===== config.mk =====
export PLATFORM = sky130hd
export DESIGN_NAME = alu_pipe
export DESIGN_NICKNAME = d
export VERILOG_FILES = /design/src/rtl/alu_pipe.sv
export SDC_FILE = /design/constraint.sdc
export NUM_CORES = 1
export LEC_CHECK = 0
export BUFFER_PORTS_ARGS = -buffer_cell sky130_fd_sc_hd__buf_2
export CORE_MARGIN = 2
export CORE_UTILIZATION = 50
export CTS_BUF_LIST = sky130_fd_sc_hd__clkbuf_8
export CTS_CLUSTER_SIZE = 40
export DETAILED_ROUTE_END_ITERATION = 12
export PLACE_DENSITY = 0.7
export SYNTH_ARGS = -nofsm -noshare
export SYNTH_HDL_FRONTEND = slang
export SYNTH_SLANG_ARGS = --single-unit

===== constraint.sdc =====
create_clock -name clock -period 8.2 [get_ports clock]
set_input_delay 0.82 -clock clock [delete_from_list [all_inputs] [get_ports clock]]
set_output_delay 0.82 -clock clock [all_outputs]
set_load 0.02 [all_outputs]

===== src/rtl/alu_pipe.sv =====
// alu_pipe: pipelined RV32I-style integer ALU functional unit.
//
// The result is computed combinationally from the issue inputs, captured into
// stage 0 on an accepted issue and carried with its destination tag through
// STAGES register stages. Empty slots ahead of a stalled stage are filled, so
// bubbles collapse. flush clears every stage at the next edge.
//
// Ports:
//   clock, reset        rising-edge clock, asynchronous active-high reset
//   issue_valid/ready   issue handshake (ready is combinational from out_ready)
//   issue_func          ALU function code (see func_e)
//   issue_opa/opb       operands, XLEN bits
//   issue_tag           destination physical tag
//   flush               squash all in-flight ops and any op issued this cycle
//   out_valid/ready     result handshake towards the CDB arbiter
//   out_data/out_tag    result value and destination tag (last stage)
//   done_count          completed output handshakes since reset, wraps at 2^32
module alu_pipe #(
    parameter int unsigned XLEN   = 32,
    parameter int unsigned STAGES = 2,
    parameter int unsigned TAG_W  = 6
) (
    input  logic             clock,
    input  logic             reset,
    input  logic             issue_valid,
    output logic             issue_ready,
    input  logic [3:0]       issue_func,
    input  logic [XLEN-1:0]  issue_opa,
    input  logic [XLEN-1:0]  issue_opb,
    input  logic [TAG_W-1:0] issue_tag,
    input  logic             flush,
    output logic             out_valid,
    input  logic             out_ready,
    output logic [XLEN-1:0]  out_data,
    output logic [TAG_W-1:0] out_tag,
    output logic [31:0]      done_count
);

    localparam int unsigned SHW  = $clog2(XLEN);
    localparam int unsigned LAST = STAGES - 1;

    typedef enum logic [3:0] {
        FN_ADD  = 4'd0,
        FN_SUB  = 4'd1,
        FN_SLT  = 4'd2,
        FN_SLTU = 4'd3,
        FN_AND  = 4'd4,
        FN_OR   = 4'd5,
        FN_XOR  = 4'd6,
        FN_SLL  = 4'd7,
        FN_SRL  = 4'd8,
        FN_SRA  = 4'd9,
        FN_MIN  = 4'd10,
        FN_MAX  = 4'd11,
        FN_MINU = 4'd12,
        FN_MAXU = 4'd13
    } func_e;

    logic [STAGES-1:0] v_q, v_d;
    logic [XLEN-1:0]   data_q [STAGES];
    logic [XLEN-1:0]   data_d [STAGES];
    logic [TAG_W-1:0]  tag_q  [STAGES];
    logic [TAG_W-1:0]  tag_d  [STAGES];
    logic [31:0]       done_q, done_d;

    logic [STAGES-1:0] move;
    logic              accept;
    logic [XLEN-1:0]   alu_res;

    // ALU
    logic [SHW-1:0] shamt;
    logic           lt_s, lt_u;

    always_comb begin
        shamt   = issue_opb[SHW-1:0];
        lt_s    = $signed(issue_opa) < $signed(issue_opb);
        lt_u    = issue_opa < issue_opb;
        alu_res = '1;
        case (func_e'(issue_func))
            FN_ADD:  alu_res = issue_opa + issue_opb;
            FN_SUB:  alu_res = issue_opa - issue_opb;
            FN_SLT:  alu_res = {{(XLEN-1){1'b0}}, lt_s};
            FN_SLTU: alu_res = {{(XLEN-1){1'b0}}, lt_u};
            FN_AND:  alu_res = issue_opa & issue_opb;
            FN_OR:   alu_res = issue_opa | issue_opb;
            FN_XOR:  alu_res = issue_opa ^ issue_opb;
            FN_SLL:  alu_res = issue_opa << shamt;
            FN_SRL:  alu_res = issue_opa >> shamt;
            FN_SRA:  alu_res = $signed(issue_opa) >>> shamt;
            FN_MIN:  alu_res = lt_s ? issue_opa : issue_opb;
            FN_MAX:  alu_res = lt_s ? issue_opb : issue_opa;
            FN_MINU: alu_res = lt_u ? issue_opa : issue_opb;
            FN_MAXU: alu_res = lt_u ? issue_opb : issue_opa;
            default: alu_res = '1;
        endcase
    end

    // Move chain, evaluated from the output back towards stage 0. The output
    // port behaves like an always-occupied stage that advances on out_ready.
    always_comb begin
        logic        carry;
        logic        v_next;
        int unsigned i;
        move   = '0;
        carry  = out_ready;
        v_next = 1'b1;
        for (int unsigned k = 0; k < STAGES; k++) begin
            i       = LAST - k;
            carry   = v_q[i] & (~v_next | carry);
            move[i] = carry;
            v_next  = v_q[i];
        end
    end

    assign issue_ready = ~v_q[0] | move[0];
    assign accept      = issue_valid & issue_ready;

    always_comb begin
        v_d    = v_q;
        data_d = data_q;
        tag_d  = tag_q;
        for (int unsigned k = 0; k < STAGES; k++) begin
            if (k == 0) begin
                if (accept) begin
                    v_d[0]    = 1'b1;
                    data_d[0] = alu_res;
                    tag_d[0]  = issue_tag;
                end else if (move[0]) begin
                    v_d[0] = 1'b0;
                end
            end else begin
                if (move[k-1]) begin
                    v_d[k]    = 1'b1;
                    data_d[k] = data_q[k-1];
                    tag_d[k]  = tag_q[k-1];
                end else if (move[k]) begin
                    v_d[k] = 1'b0;
                end
            end
        end
        if (flush) begin
            v_d = '0;
        end
    end

    assign out_valid  = v_q[LAST] & ~flush;
    assign out_data   = data_q[LAST];
    assign out_tag    = tag_q[LAST];
    assign done_count = done_q;

    always_comb begin
        done_d = done_q;
        if (out_valid && out_ready) begin
            done_d = done_q + 32'd1;
        end
    end

    always_ff @(posedge clock or posedge reset) begin
        if (reset) begin
            v_q    <= '0;
            done_q <= '0;
            for (int unsigned k = 0; k < STAGES; k++) begin
                data_q[k] <= '0;
                tag_q[k]  <= '0;
            end
        end else begin
            v_q    <= v_d;
            done_q <= done_d;
            for (int unsigned k = 0; k < STAGES; k++) begin
                data_q[k] <= data_d[k];
                tag_q[k]  <= tag_d[k];
            end
        end
    end

endmodule


==> key figures <==
Clock network
  – Clock latency on the worst-skew pair: 0.43 ns
  – Setup Fix Bufs, Post-CTS: 0
  – Hold-fix buffers, CTS: 0
  – H-tree depth: 3
  – Clock buffer count from CTS: 9
  – Cts repair resizes: 0
  – CTS tree: done
  – Max Root-Sink Buffers: 2
  – Root buf cell: clkbuf_8
  – CTS Sinks: 110
  – Clock transition at path regs: 0.14 ns

GRT
  – Largest net degree at the start of global routing: 83
  – First-pass GRT wire length: 84.50 mm
  – Number of global-route vias before repair: 13970
  – GR Overflow Total: 0
  – GR Util All Layers: 0.3588
  – Initial antenna violation count: 0

Layout
  – Ant diodes: 0
  – Layout Utilization: 0.5286
  – Area grow syn2layout: 4.842%
  – Layout net count: 2045
  – Share of cells above drive strength 1: 0.1783

Timing
  – RSZ-0062 raised after global routing: false
  – Max-slew violations: 0
  – Final period utilization: 0.6190
  – Worst Tran Pin Value: 1.448 ns
  – Clock skew: 0.03491 ns
  – Fin Setup TNS: 0 ns
  – Hold Fails Final Rpt: 0
  – Rel. slew slack: 0.03473
  – Final WS setup: 3.124 ns
  – Final setup vio count: 0
  – Post-layout min period: 5.076 ns
  – FMAX: 197.0 MHz

Routing
  – WL final: 55.20 mm
  – Vias/cell: 6.696
  – Pre-antenna DRT Iters: 6
  – Routed Antenna Nets: 0
  – Vias post-DR: 15080
  – DR iter-0 viols: 2036
  – DRC: 0
  – Avg WL per Cell: 24.51 µm

Place
  – Place WS: 2.909 ns
  – Gpl congestion: 1.023
  – # port buffers: 150
  – Post-DP HPWL: 41.48 mm

Synth
  – Flops & latches, synth: 110
  – Ys async rst share: 1.000
  – Register area share after synthesis: 0.1913
  – Post-Syn Nets: 2029
  – Yosys warns: 0
  – Post-synth cell types: 88
  – Most used DFF post-synth: dfrtp_1
  – Post-synth EDFFs: 0
  – Cells after synthesis: 1847
  – Synth Cell Area: 14390 µm²
  – Mapped Avg Cell Area: 7.792 µm²

Floorplan
  – Initial Util: 0.5042
  – Die Wd: 173.7 µm
  – Core area: 28550 µm²
  – FP Rows: 62
  – IO Pins: 151
  – Die Ht: 173.7 µm
  – Full die area: 30160 µm²

Critical path
  – Crit path launch type: primary input
  – WS Path Type: in2reg
  – Critical Path Fanout Max: 67
  – Worst EP arrival: 5.44 ns
  – Critical path endpoint category: register
  – CP required: 8.56 ns

Power
  – Peak supply drop: 0.08201 mV
  – Pleak: 6.615 nW
  – Power Density: 137.8 nW/µm²
  – Total Power: 2.079 mW

Run status
  – Status: finished, final reports clean

Job
  – Max Cap Violations: 0

Hold path
  – Worst hold path type: in2async
==> synth_stat cells, types with 18 or more instances <==
| library cell | n | area share |
|---|---|---|
| inv_1 | 102 | 0.027 |
| mux2_2 | 90 | 0.070 |
| ha_1 | 101 | 0.088 |
| buf_4 | 44 | 0.023 |
| a31oi_1 | 30 | 0.013 |
| o221ai_1 | 28 | 0.017 |
| clkbuf_1 | 67 | 0.017 |
| a221oi_1 | 28 | 0.017 |
| nand2_1 | 154 | 0.040 |
| mux4_2 | 19 | 0.030 |
| nor2_1 | 233 | 0.061 |
| mux2i_1 | 77 | 0.054 |
| a211oi_1 | 49 | 0.026 |
| nand3_1 | 34 | 0.012 |
| nor3_1 | 33 | 0.011 |
| dfrtp_1 | 110 | 0.19 |
| a21oi_1 | 149 | 0.052 |
| o21ai_0 | 113 | 0.039 |
| o211ai_1 | 18 | 0.0094 |
| xnor2_1 | 30 | 0.018 |
| buf_2 | 26 | 0.0090 |
==> per-stage QoR <==
stage	hold WS [ns]	instances	instance area, µm²
after floorplan	0.4622	1847	14390
after global placement	0.4567	2236	14880
after detailed placement	0.4660	2236	14880
after CTS	0.4623	2252	15090
after global routing	0.4940	2252	15090
final	0.4630	2252	15090
==> flip-flops by register name, summed over array words and instances (netlist names) <==
register / cells
done_count: 32
out_tag: 6
data_q: 32
out_data: 32
v_q: 2
tag_q: 6
==> power by group <==
group          switching (mW)  internal (mW)  total, mW
Combinational           0.661          0.364       1.02
Clock                   0.217          0.148      0.365
Sequential             0.0532          0.636      0.689
==> final cells by class <==
cell class / count / area (µm²)
clock buffers: 9 / 123.9
clock inverters: 7 / 88.84
fillers: 2881 / 13460
inverters: 103 / 389.1
multi-input cells: 1464 / 10310
flip-flops and latches: 110 / 2753
well taps: 384 / 480.5
repair buffers: 175 / 940.9
==> worst max-delay path, cell delays in order <==
cell and delay [ns]:
buf_2 0.07, buf_4 0.54, inv_1 0.09, buf_4 0.34
ha_1 0.42, nor2_1 0.18, o311a_1 0.26, o211ai_2 0.15
o211ai_2 0.40, nand3_1 0.21, a32oi_1 0.23, o211a_1 1.14
a2111oi_0 0.31, a31oi_1 0.22
==> per-layer routing <==
metal / track usage / routed length, µm / up-vias
li1: - / - / 6748
met1: 0.5134 / 23340 / 7258
met2: 0.5452 / 23670 / 929
met3: 0.05548 / 5920 / 145
met4: 0.1352 / 2262 / 0
met5: 0 / 0 / -
==> final timing paths <==
kind | startpoint | slack (ns) | to | cells after the start
worst max register to register | v_q[0] | 5.03 | data_q[55] | 11
worst min register to register | done_count[31] | 0.48 | done_count[31] | 1
max in group asynchronous | reset | 6.46 | out_data[8] | 3
min in group clock | done_count[31] | 0.48 | done_count[31] | 1
worst min-delay path | reset | 0.46 | data_q[61] | 2
worst max-delay path | issue_opb[2] | 3.12 | data_q[56] | 14
==> cell usage in the layout, fill, tap and decap left out, drive strengths merged, types with 16 or more instances in the layout <==
cell    count
a211oi     49
buf       175
ha        101
o211ai     20
a31oi      30
a21o       18
o21ai     116
mux4       19
nand2b     16
nand3      34
dfrtp     110
a21oi     149
a221oi     31
mux2i      77
mux2       90
inv       106
nor3       33
nand2     154
nor2      234
xnor2      30
o221ai     28
nor2b      17
==> cell families after synthesis <==
group                    synth area share
AO/OA/AOI/OAI                      0.2705
AND/OR/NAND/NOR                    0.1752
buffers and inverters             0.09380
multiplexers                       0.1537
flip-flops                         0.1913
adder cells (fa/ha/maj)           0.09059
XOR/XNOR                          0.02495
(Power assumes the default switching activity.)
